===== src/rtl/seven_seg_capture.sv =====
// seven_seg_capture
//
// Monitors a multiplexed, active-low seven-segment bus and recovers the hex
// digits it shows. A {seg, anode} pattern must hold for STABLE_CYCLES
// consecutive samples with exactly one strobe low before it is decoded into
// that digit's slot. When every digit has been captured, the frame is offered
// on a valid/ready output. If the previous frame has not been consumed, the new
// frame is dropped and overrun pulses.
//
// Ports:
//   clock        system clock, rising edge
//   n_reset      synchronous active-low reset
//   seg[6:0]     segment lines a..g, active-low
//   anode        digit strobes, active-low, one-hot-low when legal
//   value        captured frame, digit i in value[4i+3:4i]
//   blank        per-digit "all segments off" flag
//   error        some digit of the frame showed an unmapped pattern
//   value_valid  frame available
//   value_ready  consumer accepts frame
//   overrun      one-cycle pulse when a completed frame is dropped

module seven_seg_capture #(
    parameter int unsigned DIGITS        = 4,
    parameter int unsigned STABLE_CYCLES = 4
) (
    input  logic                  clock,
    input  logic                  n_reset,
    input  logic [6:0]            seg,
    input  logic [DIGITS-1:0]     anode,
    output logic [4*DIGITS-1:0]   value,
    output logic [DIGITS-1:0]     blank,
    output logic                  error,
    output logic                  value_valid,
    input  logic                  value_ready,
    output logic                  overrun
);

    localparam logic [7:0] STABLE = 8'(STABLE_CYCLES);

    // Decoded pattern: {err, blank, nibble}.
    function automatic logic [5:0] decode(input logic [6:0] s);
        logic [5:0] r;
        unique case (s)
            7'b1000000: r = 6'h00;
            7'b1111001: r = 6'h01;
            7'b0100100: r = 6'h02;
            7'b0110000: r = 6'h03;
            7'b0011001: r = 6'h04;
            7'b0010010: r = 6'h05;
            7'b0000010: r = 6'h06;
            7'b1111000: r = 6'h07;
            7'b0000000: r = 6'h08;
            7'b0010000: r = 6'h09;
            7'b0001000: r = 6'h0a;
            7'b0000011: r = 6'h0b;
            7'b1000110: r = 6'h0c;
            7'b0100001: r = 6'h0d;
            7'b0000110: r = 6'h0e;
            7'b0001110: r = 6'h0f;
            7'b1111111: r = 6'b01_0000;
            default:    r = 6'b10_0000;
        endcase
        return r;
    endfunction

    logic [6+DIGITS:0]   samp_q;
    logic [6+DIGITS:0]   cur;
    logic [DIGITS-1:0]   sel;
    logic                legal;
    logic [7:0]          cnt_q, cnt_d;
    logic                capture;
    logic [5:0]          dec;

    logic [4*DIGITS-1:0] nib_q, nib_d;
    logic [DIGITS-1:0]   blk_q, blk_d;
    logic [DIGITS-1:0]   err_q, err_d;
    logic [DIGITS-1:0]   captured_q, captured_d;
    logic                complete;
    logic                load;

    assign cur   = {seg, anode};
    assign sel   = ~anode;
    // Exactly one strobe low: non-zero and a power of two.
    assign legal = (sel != '0) && ((sel & (sel - DIGITS'(1))) == '0);
    assign dec   = decode(seg);

    always_comb begin
        cnt_d = cnt_q;
        if (!legal) begin
            cnt_d = 8'd0;
        end else if (cur == samp_q) begin
            if (cnt_q != STABLE) begin
                cnt_d = cnt_q + 8'd1;
            end
        end else begin
            cnt_d = 8'd1;
        end
    end

    // Fires only on the cycle the counter arrives at STABLE, once per dwell.
    assign capture = legal && (cnt_d == STABLE) && (cnt_q != STABLE);

    always_comb begin
        nib_d      = nib_q;
        blk_d      = blk_q;
        err_d      = err_q;
        captured_d = captured_q;
        if (capture) begin
            for (int i = 0; i < int'(DIGITS); i++) begin
                if (sel[i]) begin
                    nib_d[4*i +: 4] = dec[3:0];
                    blk_d[i]        = dec[4];
                    err_d[i]        = dec[5];
                    captured_d[i]   = 1'b1;
                end
            end
        end
    end

    assign complete = &captured_d;
    assign load     = complete && (!value_valid || value_ready);

    always_ff @(posedge clock) begin
        if (!n_reset) begin
            samp_q      <= '1;
            cnt_q       <= 8'd0;
            nib_q       <= '0;
            blk_q       <= '0;
            err_q       <= '0;
            captured_q  <= '0;
            value       <= '0;
            blank       <= '0;
            error       <= 1'b0;
            value_valid <= 1'b0;
            overrun     <= 1'b0;
        end else begin
            samp_q     <= cur;
            cnt_q      <= cnt_d;
            nib_q      <= nib_d;
            blk_q      <= blk_d;
            err_q      <= err_d;
            captured_q <= complete ? '0 : captured_d;
            overrun    <= complete && !load;
            if (load) begin
                value       <= nib_d;
                blank       <= blk_d;
                error       <= |err_d;
                value_valid <= 1'b1;
            end else if (value_ready) begin
                value_valid <= 1'b0;
            end
        end
    end

endmodule


===== config.mk =====
export PLATFORM = sky130hd
export DESIGN_NAME = seven_seg_capture
export DESIGN_NICKNAME = d
export VERILOG_FILES = /design/src/rtl/seven_seg_capture.sv
export SDC_FILE = /design/constraint.sdc
export NUM_CORES = 1
export LEC_CHECK = 0
export BUFFER_PORTS_ARGS = -buffer_cell sky130_fd_sc_hd__buf_2
export CORE_ASPECT_RATIO = 1.25
export CORE_MARGIN = 2
export CORE_UTILIZATION = 52
export CTS_CLUSTER_DIAMETER = 50
export CTS_CLUSTER_SIZE = 8
export DETAILED_ROUTE_END_ITERATION = 10
export MAX_ROUTING_LAYER = met4
export PLACE_DENSITY_LB_ADDON = 0.12
export REMOVE_ABC_BUFFERS = 1
export SYNTH_ARGS = -nofsm -noshare
export SYNTH_HDL_FRONTEND = slang
export SYNTH_SLANG_ARGS = --single-unit

===== constraint.sdc =====
create_clock -name clock -period 3.3 [get_ports clock]
set_input_delay 0.33 -clock clock [delete_from_list [all_inputs] [get_ports clock]]
set_output_delay 0.33 -clock clock [all_outputs]
set_load 0.005 [all_outputs]

## Word-level counts from Yosys, hierarchy flattened

Cells that the tools add are included.

| cells by class | value |
|---|---|
| add/sub/neg operators | 2 |
| $mul | 0 |
| div/mod/pow operators | 0 |
| magnitude comparators | 0 |
| equality and inequality tests | 19 |
| shift-type cells | 0 |
| muxes and demuxes | 26 |
| bitwise logic cells | 3 |
| reduce and logical (&&, ||, !) cells | 15 |

Operators with widths:

| kind | count |
|---|---|
| $pmux W6 S17 | 1 |
| $eq A7 B7 Y1 const B | 5 |
| $mux W4 | 7 |
| $mux W8 | 3 |
| $eq A7 B5 Y1 const B | 3 |
| $eq A7 B6 Y1 const B | 3 |
| $mux W16 | 1 |
| $eq A7 B2 Y1 const B | 2 |
| $eq A7 B4 Y1 const B | 2 |
| $mux W1 | 14 |
| $eq A11 B11 Y1 | 1 |
| $add A8 B1 Y8 const B | 1 |
| $eq A8 B3 Y1 const B | 1 |
| $ne A8 B3 Y1 const B | 1 |
| $eq A7 B3 Y1 const B | 1 |
| $logic_not A7 Y1 | 1 |
| $logic_and A1 B1 Y1 | 5 |
| $and A4 B4 Y4 | 1 |
| $logic_not A4 Y1 | 1 |
| $not A4 Y4 | 1 |
| $reduce_and A4 Y1 | 1 |
| $reduce_bool A4 Y1 | 1 |
| $reduce_or A4 Y1 | 1 |
| $sub A4 B1 Y4 const B | 1 |
| other kinds (5) | 6 |

| word-level totals | value |
|---|---|
| flip-flop bits (word level) | 70 |
| latch bits | 0 |
| RAM bits | 0 |
| bits in read-only memories | 0 |
| input bits | 14 |
| output and inout bits | 23 |
| word-level logic and storage cells | 76 |
| memories kept | 0 |

## Logic depth before layout (Yosys ltp)

| depth | value |
|---|---|
| depth after elaboration | 14 |
| gate-level depth with buffers | 10 |
| depth with buffers taken out | 8 |

## Worst setup path before layout

Ideal clock, no wire load.

| path | value |
|---|---|
| path kind | reg-to-reg |
| from | reg cnt_q[0] |
| to | reg value[11] |
| arrival time | 2.306 ns |
| data required time | 3.186 ns |
| slack | 0.880 ns |
| stages on the path, launching flop included | 11 |
| buffers on the path | 2 |
| period minus slack after synthesis | 2.420 ns |
| cells stage by stage | dfxtp_1 ha_1 and3_1 o21ai_1 o31a_1 buf_6 o41ai_2 and4_1 buf_2 a21oi_1 a21o_1 |

| between the ends | value |
|---|---|
| word-level cells in the longest chain between the ends | 10 |
| elaborated cells on any way between the ends | 12 |
| those cells by class | add/sub (1); eq/ne (2); mux (5); reduce/logical (4) |

RTL lines:

| item | RTL line | RTL |
|---|---|---|
| from (decl) | 70 | `logic [7:0] cnt_q, cnt_d;` |
| from (signal assigned) | 138 | `cnt_q <= cnt_d;` |
| $add A8 B1 Y8 or $ne A8 B3 Y1 (tied branches) | 93, 92, 101 |  |
| $mux W8 | 92 | `if (cnt_q != STABLE) begin` |
| $mux W8 | 91 | `end else if (cur == samp_q) begin` |
| $mux W8 | 89 | `if (!legal) begin` |
| $eq A8 B3 Y1 | 101 | `assign capture = legal && (cnt_d == STABLE) && (cnt_q != STABLE);` |
| $logic_and A1 B1 Y1 | 101 |  |
| $logic_and A1 B1 Y1 * | 101 |  |
| $mux W4 | 108 | `if (capture) begin` |
| $reduce_and A4 Y1 | 120 | `assign complete = &captured_d;` |
| $logic_and A1 B1 Y1 | 121 | `assign load = complete && (!value_valid \|\| value_ready);` |
| to (signal assigned) | 145 | `value <= nib_d;` |
| to (decl) | 30 | `output logic [4*DIGITS-1:0] value,` |

Every way passes the cells marked *; elsewhere a longest branch is shown, timed or not.
A chain may end at the register's enable or synchronous reset.

## Final worst setup path

| path | value |
|---|---|
| from | reg cnt_q[0] |
| to | reg value[4] |

Same word-level chain as after synthesis.

==> results_dict.tcl <==
set metrics [dict create \
    outcome "completed" \
    die-area_um2 6727 \
    netlist_instances 357 \
    core_area_um2 5857 \
    via_count 2583 \
    die_width_um 73.76 \
    synth.most_common_cell "dfxtp_1" \
    finalHoldViolCount 0 \
    avgViaCountPerCell 5.461 \
    seqCellArea_um2 1401 \
    path_clk_slew_ps 80 \
    diodes 0 \
    synthXorXnorAreaFrac_pct 6.092 \
    path_cells "ha_1 > and3_1 > o21ai_1 > o31a_1 > o41ai_2 > and4_1 > and2_1 > buf_12 > a21o_1" \
    cp.required_ps 3590 \
    crit_path_max_fanout 16 \
    synth_top_area_share_pct 44.30 \
    area_delta_synth_final_pct 13.69 \
    ctsHtreeMaxLevel 3 \
    grt_start_max_net_pins 37 \
    gp_congestion 0.8794 \
    wl_per_cell_um 13.98 \
    yosysWarnings 0 \
    dpl.hpwl_mm 4.294 \
    cts_buffers 9 \
    num_io_pins 37 \
    slew-limit-headroom_pct 45.03 \
    multi_input_area_um2 1583 \
    tns_ps 0 \
    avgSynthCellArea_um2 8.860 \
    synth_cell_types 46 \
    cts_buffer_depth 2 \
    peakVddDrop_v 0.0003178 \
    portBuffers 36 \
    power.density_nw_per_um2 460.2 \
    drv_slew 0 \
    power.total_mw 1.655 \
    synth.top_cells.by_count "dfxtp_1, nor2_1, nand2_1, a21oi_1, a21o_1" \
    ys_ff_latch 70 \
    antenna_found_initial 0 \
    crit_path_top_delay_cell "o31a_1" \
    drtPass1Iterations 4 \
    min_period_over_period_pct 84.55 \
    dpl.cell_count 457 \
    p_leak_nw 1.512 \
    min_from "anode[3]" \
    ff2ff_path_depth 9 \
    fin_skew_ps 14.03 \
    cts_tree "built" \
    cp-startpoint "cnt_q[0]$_SDFF_PN0_" \
    first_iter_violations 184 \
    insertion_delay_ps 350 \
    overflow 0 \
    die_h_um 91.20 \
    grt_use_total_pct 21.99 \
    drc 0 \
    hp-class "in -> reg" \
    fin_crit_ps 2790 \
    cts_resized 0 \
    rsz0062_at_grt "false" \
    synth.area.top_cells "dfxtp_1, a21o_1, a21oi_1" \
    timing.rr.start "cnt_q[0]$_SDFF_PN0_" \
    fin_cells 473 \
    grt_pass1_vias 2445 \
    synth_seq_area_share_pct 44.30 \
    synth_compound_area_share_pct 20.29 \
    fmax_ghz 0.3584 \
    drive_gt1_share_pct 18.16 \
    cp-start-kind "register" \
    synthSimpleGateAreaFrac_pct 20.97 \
    row_count 31 \
    cts_setup_buffers 0 \
    critPathMaxStageDelay_ps 450 \
    filler_cell_count 545 \
    initial_core_util_pct 54.01 \
    netlist_area_um2 3163 \
    async_flop_share_pct 0 \
    worstSetupEndpointType "register" \
    clkSinkCount 70 \
    cp-endpoint "value[4]$_SDFFE_PN0P_" \
    grt_pass1_wl_mm 11.47 \
    synth_edf_count 0 \
    synth_top_family_by_area "simple AND/OR/NAND/NOR gates" \
    synth_flop_cell "dfxtp_1" \
    r2r_setup_slack_ps 510 \
    crit_arrival_ps 3080 \
    cts-hold-fix-buffers 0 \
    setup_violations 0 \
    drtAntennaViolNets 0 \
    stdcell_area_um2 3596 \
    worstMarginPinSlew_ps 819.6 \
    synth_fa_ha_area_share_pct 1.108 \
    whs_ps 290.8 \
    yosysTopAreaCell "dfxtp_1" \
    fin_nets 402 \
    reg2reg_to "value[4]$_SDFFE_PN0P_" \
    root_buffer "clkbuf_8" \
    synthMuxAreaShare_pct 1.582 \
    place_area_um2 3392 \
    wl_mm 6.612 \
    crit_type "reg -> reg" \
    maxCapViolations 0 \
]
==> layout by cell type (no fill, tap or decap), types with 3 or more instances in the layout <==
cell type  count
buf_2         36
nor4_1         8
dfxtp_1       70
o41ai_2        4
nand3_1        6
o32ai_1        3
nor3_1         8
inv_1          9
buf_4          9
xor2_1        16
nand4_1        3
and3_1         7
nand4b_1       3
nand2_1       32
a21oi_1       30
a211oi_1      18
nand2b_1      14
inv_6          3
a31oi_1        3
xnor2_1        6
mux2i_1        5
clkbuf_8       9
nor2_1        38
a21o_1        20
==> final cells by class <==
cell class / instances / share of cell area (%)
Timing Repair Buffer: 46 / 7.446
Sequential cell: 70 / 38.97
Clock inverter: 7 / 2.227
Inverter: 10 / 1.044
Tap cell: 82 / 2.853
Clock buffer: 9 / 3.445
Multi-Input combinational cell: 249 / 44.02
==> through the flow <==
stage                     util [%]  worst slack, ps
after floorplan                  -            256.5
after global placement       57.92            630.5
after detailed placement     57.92            531.5
after CTS                    61.40            495.0
after global routing         61.40            230.5
final                        61.40            509.8
==> power breakdown <==
| group | switching [mW] | internal (mW) | leakage (nW) |
|---|---|---|---|
| clock network | 0.353 | 0.358 | 0.0968 |
| logic | 0.0574 | 0.0307 | 0.848 |
| registers | 0.00411 | 0.852 | 0.567 |
==> how the worst min path moves through the flow <==
| stage | slack (ps) | end | depth (start not counted) |
|---|---|---|---|
| 5_1_grt | 300 | samp_q[3]$_SDFF_PN1_ | 2 |
| 4_1_cts | 280 | samp_q[3]$_SDFF_PN1_ | 2 |
| 2_1_floorplan | 400 | samp_q[9]$_SDFF_PN1_ | 1 |
| 3_3_place_gp | 470 | err_q[3]$_SDFF_PN0_ | 2 |
| 6_report | 290 | samp_q[3]$_SDFF_PN1_ | 2 |
| 3_5_place_dp | 480 | err_q[0]$_SDFF_PN0_ | 2 |
==> logic make-up after synthesis <==
family / Yosys count
simple gates: 130
compound gates: 89
flops: 70
buf+inv: 38
xor+xnor: 22
mux: 5
fa+ha+maj: 3
==> routing by layer <==
layer | part of all wire [%] | vias up | GRT usage [%]
met2 | 49 | 50 | 34.45
met4 | 1.4 | 0 | 8.939
met3 | 3.2 | 8 | 3.552
li1 | - | 1319 | -
met1 | 46 | 1206 | 27.86
met5 | 0 | - | -
==> registers in the layout, summed over array words and instances (netlist names) <==
signal / count
err_q: 4
blk_q: 4
samp_q: 11
captured_q: 4
blank: 4
cnt_q: 8
value_valid: 1
error: 1
nib_q: 16
value: 16
overrun: 1
==> worst max-delay path: cells and delay by family, from the launching register on <==
family | cells | cell delay [ps]
AO/OA/AOI/OAI | 4 | 1080
adder cells (fa/ha/maj) | 1 | 270
buffers and inverters | 1 | 190
flip-flops | 1 | 430
AND/OR/NAND/NOR | 3 | 770
Note: power is estimated with default switching activity, not from simulation.
